[src/rtl/countdown_ctrl_pkg.sv]
// countdown_ctrl_pkg: shared FSM state encoding and BCD digit width for the countdown block.
// Rev 1.0
`default_nettype none

`ifndef BCD_BIT_WIDTH
`define BCD_BIT_WIDTH 4
`endif

package countdown_ctrl_pkg;

  typedef enum logic [1:0] {
    ST_IDLE  = 2'd0,
    ST_RUN   = 2'd1,
    ST_PAUSE = 2'd2,
    ST_DONE  = 2'd3
  } state_t;

endpackage

`default_nettype wire

[src/rtl/tick_gen.sv]
// tick_gen: prescaler counting 0..TICK_DIV-1 while enabled; tick marks the terminal count.
// Rev 1.0
`default_nettype none

module tick_gen #(
  parameter int unsigned TICK_DIV = 100000000
) (
  input  logic clk,
  input  logic rst,
  input  logic clr,
  input  logic en,
  output logic tick
);

  localparam int unsigned W = $clog2(TICK_DIV);
  localparam logic [W-1:0] LAST = W'(TICK_DIV - 1);

  logic [W-1:0] count_q;

  always_ff @(posedge clk) begin
    if (rst || clr) begin
      count_q <= '0;
    end else if (en) begin
      count_q <= (count_q == LAST) ? '0 : count_q + 1'b1;
    end
  end

  assign tick = en && (count_q == LAST);

endmodule

`default_nettype wire

[src/rtl/countdown_ctrl.sv]
// countdown_ctrl: IDLE/RUN/PAUSE/DONE controller driving a BCD downcounter chain.
// Rev 1.0 -- optional DONE_BLINK_EN makes alarm blink once per tick while in DONE.
`default_nettype none

`ifndef BCD_BIT_WIDTH
`define BCD_BIT_WIDTH 4
`endif

module countdown_ctrl
  import countdown_ctrl_pkg::*;
#(
  parameter int unsigned TICK_DIV = 100000000
) (
  input  logic                      clk,
  input  logic                      rst,
  input  logic                      start_pause,
  input  logic                      clear,
  input  logic [`BCD_BIT_WIDTH-1:0] digit0,
  input  logic [`BCD_BIT_WIDTH-1:0] digit1,
  input  logic [`BCD_BIT_WIDTH-1:0] digit2,
  input  logic [`BCD_BIT_WIDTH-1:0] digit3,
  output logic                      stop,
  output logic                      decrease,
  output logic                      done,
  output logic                      alarm,
  output logic [1:0]                state
);

  state_t state_q, state_d;
  logic   dec_q, dec_d;
  logic   ps_clr, ps_en, tick;
  logic   all_zero;

  assign all_zero = ~|{digit3, digit2, digit1, digit0};

  tick_gen #(.TICK_DIV(TICK_DIV)) u_tick_gen (
    .clk  (clk),
    .rst  (rst),
    .clr  (ps_clr),
    .en   (ps_en),
    .tick (tick)
  );

  always_ff @(posedge clk) begin
    if (rst) begin
      state_q <= ST_IDLE;
      dec_q   <= 1'b0;
    end else begin
      state_q <= state_d;
      dec_q   <= dec_d;
    end
  end

  always_comb begin
    state_d = state_q;
    dec_d   = 1'b0;
    ps_clr  = 1'b0;
    ps_en   = 1'b0;
    stop    = 1'b0;
    done    = 1'b0;
    case (state_q)
      ST_IDLE: begin
        stop   = 1'b1;
        ps_clr = 1'b1;
        if (start_pause) state_d = all_zero ? ST_DONE : ST_RUN;
      end
      ST_RUN: begin
        // Prescaler keeps counting on the pause cycle, so a tick there is simply dropped.
        ps_en = 1'b1;
        if (start_pause) begin
          state_d = ST_PAUSE;
        end else if (tick) begin
          if (all_zero) state_d = ST_DONE;
          else          dec_d   = 1'b1;
        end
      end
      ST_PAUSE: begin
        if (start_pause) state_d = ST_RUN;
      end
      ST_DONE: begin
        done = 1'b1;
`ifdef DONE_BLINK_EN
        ps_en = 1'b1;
`else
        ps_clr = 1'b1;
`endif
      end
      default: state_d = ST_IDLE;
    endcase
    if (clear) begin
      state_d = ST_IDLE;
      dec_d   = 1'b0;
      ps_clr  = 1'b1;
    end
  end

`ifdef DONE_BLINK_EN
  logic alarm_q;

  always_ff @(posedge clk) begin
    if (rst) begin
      alarm_q <= 1'b0;
    end else if (state_d != ST_DONE) begin
      alarm_q <= 1'b0;
    end else if (state_q != ST_DONE) begin
      alarm_q <= 1'b1;
    end else if (tick) begin
      alarm_q <= ~alarm_q;
    end
  end

  assign alarm = alarm_q;
`else
  assign alarm = done;
`endif

  assign decrease = dec_q;
  assign state    = state_q;

endmodule

`default_nettype wire

[config.mk]
export PLATFORM = sky130hd
export DESIGN_NAME = countdown_ctrl
export DESIGN_NICKNAME = d
export VERILOG_FILES = /design/src/rtl/countdown_ctrl_pkg.sv /design/src/rtl/tick_gen.sv /design/src/rtl/countdown_ctrl.sv
export SDC_FILE = /design/constraint.sdc
export NUM_CORES = 1
export LEC_CHECK = 0
export CAP_MARGIN = 5
export CORE_MARGIN = 1
export CORE_UTILIZATION = 35
export DETAILED_ROUTE_END_ITERATION = 12
export SLEW_MARGIN = 0
export SYNTH_ARGS = -nofsm -noshare
export SYNTH_HDL_FRONTEND = slang
export SYNTH_SLANG_ARGS = --single-unit
[constraint.sdc]
create_clock -name clk -period 4 [get_ports clk]
set_input_delay 0.8 -clock clk [delete_from_list [all_inputs] [get_ports clk]]
set_output_delay 0.8 -clock clk [all_outputs]
set_load 0.02 [all_outputs]
Yosys cells after proc, flatten, opt, wreduce, memory -nomap -nowiden
Index checks and enable logic that the tools add are counted.
{"block": "classes", "add_sub_neg": 1, "n_reduce_logical": 9, "mux": 14, "n_eq_ne": 8, "bitwise_logic": 2}
{"cell": "$add A27 B1 Y27 const B", "count": 1}
{"cell": "$eq A27 B27 Y1 const B", "count": 1}
{"cell": "$mux W27", "count": 1}
{"cell": "$reduce_or A16 Y1", "count": 1}
{"cell": "$mux W2", "count": 6}
{"cell": "$mux W1", "count": 6}
{"cell": "$ne A3 B3 Y1 const B", "count": 2}
{"cell": "$pmux W2 S3", "count": 1}
{"cell": "$reduce_and A5 Y1", "count": 1}
{"cell": "$reduce_or A5 Y1", "count": 1}
{"cell": "$eq A2 B2 Y1 const B", "count": 2}
{"cell": "$ne A2 B2 Y1 const B", "count": 2}
{"cell": "$reduce_or A2 Y1", "count": 2}
{"cell": "$reduce_bool A3 Y1", "count": 1}
{"cell": "$eq A2 B1 Y1 const B", "count": 1}
{"cell": "$logic_not A2 Y1", "count": 1}
{"cell": "$not A1 Y1", "count": 2}
{"cell": "$logic_and A1 B1 Y1", "count": 1}
{"cell": "$logic_or A1 B1 Y1", "count": 1}
{"block": "word_totals", "elab_cells": 37, "output_inout_bits": 6, "reg_bits": 30, "in_bits": 20}

Depth between registers and ports, before layout
Gate-level depths: netlist of run 1.
{"block": "logic_depth", "ltp_word": 6, "mapped_depth": 8, "ltp_nobuf": 7}

By module
A second synthesis of run 1 with hierarchy kept.
{"block": "unflattened", "cells_unflattened": 184, "hier_area_um2": 1647.8}
{"mod": "tick_gen", "seq_area_each_um2": 540.5, "area_per_inst_um2": 1298.7, "n_inst": 1, "cells_per_inst": 152}
{"mod": "countdown_ctrl", "seq_area_each_um2": 60.1, "area_per_inst_um2": 349.1, "n_inst": 1, "cells_per_inst": 32}

Worst setup path after synthesis of run 1
Ideal clock, no wire load.
{"block": "synth_timing", "kind": "input -> register", "from": "input port digit2[2]", "to": "register state_q[1], in the netlist state[1]", "cell_stages": 5, "arrival_ns": 1.911, "slack_ns": 2.018, "setup_time_ns": 0.072, "path_buffers": 0, "t_required_ns": 3.928, "path_cell_list": "nor4_1 > nand4_1 > or3_1 > o21ai_2 > mux2i_1"}
{"block": "synth_via", "elab_chain_cells": 4, "word_cells_on_any_way": 6, "cone_classes": "eq/ne: 1; mux: 3; reduce/logical: 2"}
{"element": "start: declaration", "line": "countdown_ctrl.sv:20", "rtl": "input logic [`BCD_BIT_WIDTH-1:0] digit2,"}
{"element": "$reduce_or A16 Y1 *", "line": "countdown_ctrl.sv:34", "rtl": "assign all_zero = ~|{digit3, digit2, digit1, digit0};"}
{"element": "$mux W2 (2 in a row)", "line": "countdown_ctrl.sv:65", "rtl": "if (start_pause) state_d = all_zero ? ST_DONE : ST_RUN;"}
{"element": "$pmux W2 S3", "line": "countdown_ctrl.sv:61", "rtl": "case (state_q)"}
{"element": "end signal: assignment", "line": "countdown_ctrl.sv:49", "rtl": "state_q <= state_d;"}
{"element": "end: declaration", "line": "countdown_ctrl.sv:29", "rtl": "state_t state_q, state_d;"}
Every way passes the cells marked *; elsewhere a longest branch is shown, timed or not. The select of a mux whose other input is x is not followed.
A chain may end at the register's enable or synchronous reset.

Worst setup path in the final report of run 1
{"block": "layout_timing", "from": "register state_q[0], in the netlist state[0]", "to": "output port stop"}
{"block": "layout_via", "elab_chain_cells": 2}
{"element": "$logic_not A2 Y1", "line": "countdown_ctrl.sv:61"}
{"element": "$mux W1", "line": "countdown_ctrl.sv:61"}
{"element": "end: declaration", "line": "countdown_ctrl.sv:22", "rtl": "output logic stop,"}
Every way passes these cells.

==> results of run 1 <==
layer usage:
layer	vias up	GRT usage, %
met5	-	0
met4	0	8.16
met3	7	3.90
met2	10	22.1
met1	584	19.1
li1	709	-
worst min-delay path by stage:
stage	slack, ps	depth (start not counted)	end	startpoint
2_1_floorplan	480	2	u_tick_gen.count_q[1]	u_tick_gen.count_q[1]
3_3_place_gp	500	2	u_tick_gen.count_q[1]	u_tick_gen.count_q[1]
3_5_place_dp	500	2	u_tick_gen.count_q[26]	u_tick_gen.count_q[26]
4_1_cts	520	2	u_tick_gen.count_q[24]	u_tick_gen.count_q[24]
5_1_grt	540	2	u_tick_gen.count_q[24]	u_tick_gen.count_q[24]
6_report	520	2	u_tick_gen.count_q[24]	u_tick_gen.count_q[24]
logic make-up (layout without fill, tap and decap cells):
family                   after synthesis  in the layout  share of synthesized area, %
multiplexers                           1              1                         0.610
AND/OR/NAND/NOR                      107            107                          37.8
buffers and inverters                 13             41                          4.27
AO/OA/AOI/OAI                          9              9                          3.36
adder cells (fa/ha/maj)                6              6                          4.58
XOR/XNOR                              24             24                          12.8
flip-flops                            30             30                          36.6
through the flow:
step                cell area, sq um  total power (W)  hold slack (ps)
floorplan                       1640         0.000322              476
global placement                1920         0.000345              495
detailed placement              1920         0.000344              499
CTS                             2010         0.000600              519
global route                    2010         0.000612              538
finish                          2010         0.000594              517
power by group:
part / switching [W] / internal, W / leakage, nW
clock: 0.000118 / 0.000139 / 0.0482
sequential: 0.00000112 / 0.000299 / 0.242
combinational: 0.0000141 / 0.0000233 / 0.308
worst max-delay path, cell delays in order (launching register included):
cell                              delay [ps]
sky130_fd_sc_hd__dfxtp_1                 440
sky130_fd_sc_hd__inv_1                   100
sky130_fd_sc_hd__ha_1                    230
sky130_fd_sc_hd__clkdlybuf4s50_1         550
flip-flops by register name, summed over array words and instances (netlist names):
signal and cells:
u_tick_gen.count_q 27, state 2, decrease 1
layout make-up:
cell class	instances	area (sq um)	share of cell area [%]
multi-input combinational	147	970	48.3
tap	52	65.1	3.24
inverter	8	30.0	1.50
clock buffer	7	86.3	4.30
clock inverter	1	5.00	0.249
sequential	30	601	29.9
timing repair buffer	25	250	12.5
cells in the final DEF (no fill, tap or decap), types with 2 or more instances in the layout:
cell type and count:
sky130_fd_sc_hd__a21oi_1 5, sky130_fd_sc_hd__and2_1 2, sky130_fd_sc_hd__and3_1 3, sky130_fd_sc_hd__and4_1 2, sky130_fd_sc_hd__clkbuf_8 6, sky130_fd_sc_hd__clkdlybuf4s50_1 25, sky130_fd_sc_hd__dfxtp_1 30, sky130_fd_sc_hd__ha_1 6
sky130_fd_sc_hd__inv_1 8, sky130_fd_sc_hd__nand2_1 15, sky130_fd_sc_hd__nand2b_1 2, sky130_fd_sc_hd__nand3_1 7, sky130_fd_sc_hd__nand3b_1 2, sky130_fd_sc_hd__nand4_1 7, sky130_fd_sc_hd__nor2_1 35, sky130_fd_sc_hd__nor3_1 8
sky130_fd_sc_hd__nor4_1 8, sky130_fd_sc_hd__nor4_2 2, sky130_fd_sc_hd__or3_1 2, sky130_fd_sc_hd__or3_4 3, sky130_fd_sc_hd__xnor2_1 20, sky130_fd_sc_hd__xor2_1 4
==> results.txt, run 1 <==
The flow ran to the end, and the final reports show no timing, DRC or antenna violations. After detailed placement, the design holds a cell count of 262. Once routing completed, OpenROAD measured the worst setup slack at 1590 ps. For this design the static power due to leakage is 0.598 nW.

The count of buffers added on input and output ports is 25. After clock tree synthesis, the clock-pin slew on the worst setup and hold paths is 70 ps. The final layout net count was 243; the critical-path maximum fanout was 6. By area the synthesized netlist is led by sky130_fd_sc_hd__dfxtp_1, sky130_fd_sc_hd__xnor2_1, sky130_fd_sc_hd__nor2_1. Final count of hold timing violations: 0. Dividing the synthesized area by the synthesized cell count gives 8.63 sq um. Counting flops and latches in the post-synthesis netlist gives 30.

The die covers 0.00496 sq mm. Synthesis warning total: 0. Routability-driven placement finished with a final weighted congestion of 0.728.

From left edge to right edge, the die measures 70.5 um. The logs give 36.9% for the starting density of the core and 2 for the maximum level of the CTS H-tree. The min-delay analysis places its worst path in the category flip-flop to flip-flop. Global routing used 14.7% of the available tracks. In the detailed route, the total length drawn on met2 is 1420 um. By count the netlist is led by sky130_fd_sc_hd__nor2_1, sky130_fd_sc_hd__dfxtp_1, sky130_fd_sc_hd__xnor2_1.

The number of nets handed over by synthesis was 216. The critical path is of the flip-flop to output pin type. The final layout contains routed wiring with a total length of 3330 um. The number of antenna diodes in the final layout is 0. The number of antenna violations at the first check in global routing came out at 0. Once the clock tree was built, the setup fixing pass inserted 0 buffers.

The number of max-cap violations was 0; the minimum clock period after layout was 2410 ps. The startpoint identified for the worst register-to-register timing path is state[0]. The core region is 0.00444 sq mm. In the routed design, unresolved DRC markers number 0. Entering global routing, the biggest net connects 24 pins. The pre-CTS setup slack is 1460 ps. The accumulated negative setup slack was 0 ps; the area overhead of the layout relative to synthesis was 22.3%. Count of fill cells added during filler insertion: 445. The worst reg-to-reg path cell count came out at 5. The share of post-route cells with drive strength above 1 was 9.63%; the worst voltage drop across the vdd grid was 0.000166 V.

The clock passes through at most 2 buffers. The gate count of the mapped netlist is 190, and the detailed router's first-iteration violation count is 76. Setup repair after global routing left no endpoint under its margin.

The tools report the termination of the worst setup path as stop. The logs give 37 for the number of distinct library cells after synthesis and 1770 um for the met1 routed wirelength after detailed routing. Sort of element at the start of the critical path: a flip-flop.

On the final layout, the worst clock skew is 5.38 ps. For the worst-skew pair, the clock arrives at the later sink with an insertion delay of 290 ps. The detail route stage leaves a number of antenna-violating nets equal to 0.

The power density over cell area was 296 mW/mm^2; the share of flip-flops with an asynchronous set or reset after synthesis was 0%. Derived from the worst setup path, the maximum achievable clock frequency is 415 MHz. For this run, the leading register cell type out of synthesis is sky130_fd_sc_hd__dfxtp_1. The via count normalized by instance count is 4.85, and the number of cells upsized or downsized after cts is 0.

The worst setup path is captured at an output pin. TritonCTS built the clock tree. 26 I/O pins were placed. The floorplan has 24 rows. Amount of wire on met3 after detailed routing: 70 um. Summing over every cut layer, the via total after detailed routing is 1310. The run gives 1810 ps as the internal reg-to-reg setup slack. The tools report the clock root buffer as sky130_fd_sc_hd__clkbuf_8.

Count of placed standard cells in the final layout, fillers left out: 270. Clock tree synthesis inserted a total of 5 buffers. The sequential share of the synthesized area was 36.6%.

The top metal layer carrying routed signals was met4. The run gives 0.00164 sq mm as the post-synthesis cell area. In this run the tightest slew margin relative to its limit is 66.2%. Setup violations remaining at the end of the flow were counted as 0. The global-route wire length before repair was 5620 um; the post-cts hold buffer count was 0.

Number of slew-limit violations in the final report: 0. The tools report the startpoint of the most critical setup path as state[0]. The final critical path takes up 60.3% of the cycle. Dividing the detail-routed wire length by the instance count gives 12.3 um. For the pin with the worst max-slew slack, the measured transition is 505 ps. The first detailed-routing pass ran for 4 iterations.

Data on the critical path arrives at its endpoint at 1610 ps. The synthesized design spends more area on one cell type than any other, namely sky130_fd_sc_hd__dfxtp_1. For this design, the sink count on the clock tree is 30. The most frequent cell after synthesis is sky130_fd_sc_hd__nor2_1. The tools report the worst endpoint required time as 3200 ps.

The global-route congestion overflow total was 0; the area share of the leading cell type in the synthesized netlist was 36.6%. Measured on the finished design, the core utilization comes to 45.2%. In this run the vertical extent of the chip is 70.5 um. The endpoint of the most critical register-to-register path was u_tick_gen.count_q[23]. The estimated wirelength of the detail-placed design came out at 2380 um. The tools report the number of global-route vias before repair as 1229. In this run, synthesis inferred 0 flip-flops with an integrated enable.
(Power assumes the default switching activity.)
==> inputs of run 2 (changes only) <==
==> constraint.sdc (replaced) <==
create_clock -name clk -period 2.2 [get_ports clk]
set_input_delay 0.44 -clock clk [delete_from_list [all_inputs] [get_ports clk]]
set_output_delay 0.44 -clock clk [all_outputs]
set_load 0.02 [all_outputs]
==> results.txt, run 2 (synthesis gave the netlist of run 1 again) <==
For the routed wire length, the log shows 3300 um (-0.90%). The logs give 0 (unchanged) for the final count of hold timing violations and 50 (-34%) for the detailed router's first-iteration violation count. The run gives 75.3% (+9.1 points) as the relative max-transition margin.

Setup repair after global routing left no endpoint under its margin. The slew at the pin closest to its max-slew limit was 367 ps (-138 ps). For the number of slew-limit violations in the final report, the log shows 0 (unchanged). For the area used by multi-input combinational logic, the log shows 970 sq um (unchanged). The number of endpoints failing setup at the final stage was 0 (unchanged); the power density over cell area was 526 mW/mm^2 (+78%).

Via count normalized by instance count: 4.88 (+0.65%). The library cell contributing the largest single delay on the critical path is sky130_fd_sc_hd__clkdlybuf4s50_1. The estimated wirelength of the detail-placed design is 2450 um (+2.9%), and the count of fill cells added during filler insertion is 455 (+2.2%).

For the total I/O pin count, the log shows 26 (unchanged). The tree is rooted in a sky130_fd_sc_hd__clkbuf_8. The total number of clock tree sinks was 30 (unchanged). The worst path uses 91.8% of the clock period.

The cell family with the largest share of critical-path delay was buffers and inverters. The count of buffer and inverter cells on the critical path was 2 (unchanged); the maximum root-to-sink buffer count was 2 (unchanged). The run gives 4 (unchanged) as the first-pass detailed-route iteration total. The worst voltage drop across the vdd grid came out at 0.000251 V (+51%). The core footprint is 0.00444 sq mm (unchanged). The static leakage is 0.618 nW (+3.4%), and the global-route usage over all layers is 14.8% (+0.11 points).

The critical-path maximum fanout is 6 (unchanged), and the sequential standard cell area is 601 sq um (unchanged). The logs give 0 (unchanged) for the post-CTS setup buffer count and 0 (unchanged) for the number of antenna violations at the first check in global routing. The number of max-cap violations is 0 (unchanged). The run gives 0.761 (+4.5%) as the routability-driven placement congestion ratio. The tools report the sort of element at the start of the critical path as a flip-flop.

The share of post-route cells with drive strength above 1 was 11.3% (+1.6 points); the starting density of the core was 36.9% (unchanged). TritonCTS built the clock tree. The minimum clock period after layout is 2020 ps, and the highest achievable clock rate is 495 MHz. The run gives 0 (unchanged) as the remaining number of nets flagged by the antenna check after routing. The worst setup path is captured at an output pin. The global-route congestion overflow total came out at 0 (unchanged). The clock edge transition at the registers on the reported setup and hold paths is 60 ps (about the same). The leading cell type in the layout, fill and taps excluded is sky130_fd_sc_hd__nor2_1. The height of the die is 70.5 um (unchanged), and the global-route wire length before repair is 5810 um (+3.3%). The worst endpoint required time was 1760 ps (-1440 ps). The maximum clock skew at final layout is 6.56 ps (+1.19 ps).

The tools report the post-cts hold buffer count as 0 (unchanged). Die footprint: 0.00496 sq mm (unchanged). The number of cells upsized or downsized after cts came out at 0 (unchanged). The number of port buffers is 25 (unchanged), and the routed length per placed instance is 12.1 um (-2.3%). The arrival time reported for the critical path endpoint was 1580 ps (-30 ps); the area overhead of the layout relative to synthesis was 24.2%.

The tools report the accumulated negative setup slack as 0 ps (unchanged). The total CTS buffers came out at 5 (unchanged). The min-delay analysis places its worst path in the category flip-flop to flip-flop. The run gives 24 (unchanged) as the count of standard-cell rows. Ranked by flip-flop count, first place goes to u_tick_gen.count_q.

The final layout net count was 247 (+1.6%); the worst stage delay on the critical path was 550 ps (about the same). The flow ran to the end, and the final reports show no timing, DRC or antenna violations. The clock latency on the worst-skew pair was 280 ps (about the same).

The run gives 1350 (+9.8%) as the number of global-route vias before repair. The largest net degree at the start of global routing was 24 (unchanged). Traced cell by cell, the critical path runs through inv_1, ha_1, clkdlybuf4s50_1. The x dimension of the die came out at 70.5 um (unchanged). Detailed-route DRC error count: 0 (unchanged). The utilization of the core after routing came out at 45.8% (+0.68 points). The category of the critical setup timing path was flip-flop to output pin.

The number of flip-flops under the largest register name was 27 (unchanged). The antenna diode count is 0 (unchanged). The library cells used most frequently in the layout, excluding fill and tap cells, are sky130_fd_sc_hd__nor2_1, sky130_fd_sc_hd__dfxtp_1, sky130_fd_sc_hd__clkdlybuf4s50_1, sky130_fd_sc_hd__xnor2_1, sky130_fd_sc_hd__nand2_1.

The run gives 2 (unchanged) as the maximum level of the CTS H-tree. The via count was 1338 (+2.1%).
[run 2: cell count changes in the layout (fill, tap and decap cells not counted)]
cell / before / now
sky130_fd_sc_hd__buf_4: 0 / 4
[run 2: cell type report]
class                           count  share of cell area [%]
Clock buffer                        7                    4.24
Clock inverter                      1                   0.246
Tap cell                           52                    3.19
Inverter                            8                    1.47
Multi-Input combinational cell    147                    47.6
Sequential cell                    30                    29.5
Timing Repair Buffer               29                    13.8
[run 2: worst min-delay path, stage by stage (launching register included)]
cell and delay (ps):
sky130_fd_sc_hd__dfxtp_1 340, sky130_fd_sc_hd__nand2b_1 80, sky130_fd_sc_hd__a21oi_1 50
[run 2: stage by stage]
stage | instance area, sq um | total power (W) | setup WS (ps) | cells | hold WS, ps
2_1_floorplan | 1640 | 0.000585 | 415 | 190 | 476
3_3_place_gp | 1950 | 0.000629 | 57.4 | 266 | 493
3_5_place_dp | 1950 | 0.000629 | -14.1 | 266 | 499
4_1_cts | 2040 | 0.00108 | 155 | 274 | 510
5_1_grt | 2040 | 0.00111 | 81.8 | 274 | 544
6_report | 2040 | 0.00107 | 181 | 274 | 514
[run 2: power breakdown]
| part | switching, W | internal (W) | total, W |
|---|---|---|---|
| sequential | 0.00000179 | 0.000544 | 0.000546 |
| clock | 0.000204 | 0.000252 | 0.000455 |
| combinational | 0.0000259 | 0.0000448 | 0.0000706 |
[run 2: worst paths after layout]
check	depth (start not counted)	to	slack, ps	startpoint
worst max register to register	6	u_tick_gen.count_q[10]	300	state[0]
worst min-delay path	2	u_tick_gen.count_q[1]	510	u_tick_gen.count_q[1]
worst min register to register	2	u_tick_gen.count_q[1]	510	u_tick_gen.count_q[1]
worst max-delay path	3	stop	180	state[0]
[run 2: per-layer routing]
| layer | up-vias | share of wire (%) | global-route usage, % |
|---|---|---|---|
| met3 | 7 | 2.2 | 3.46 |
| li1 | 717 | - | - |
| met1 | 604 | 51 | 18.6 |
| met2 | 10 | 45 | 24.1 |
| met4 | 0 | 1.8 | 6.80 |
| met5 | - | 0 | 0 |
==> inputs of run 3 (changes only) <==
--- a/config.mk
+++ b/config.mk
@@ -9,7 +9,8 @@
 export CORE_MARGIN = 1
 export CORE_UTILIZATION = 35
 export DETAILED_ROUTE_END_ITERATION = 12
-export SLEW_MARGIN = 0
+export SLEW_MARGIN = 20
 export SYNTH_ARGS = -nofsm -noshare
 export SYNTH_HDL_FRONTEND = slang
 export SYNTH_SLANG_ARGS = --single-unit
+export TNS_END_PERCENT = 50
==> results of run 3 <==
No change in the layout: final DEF, timing and power equal those of run 2.
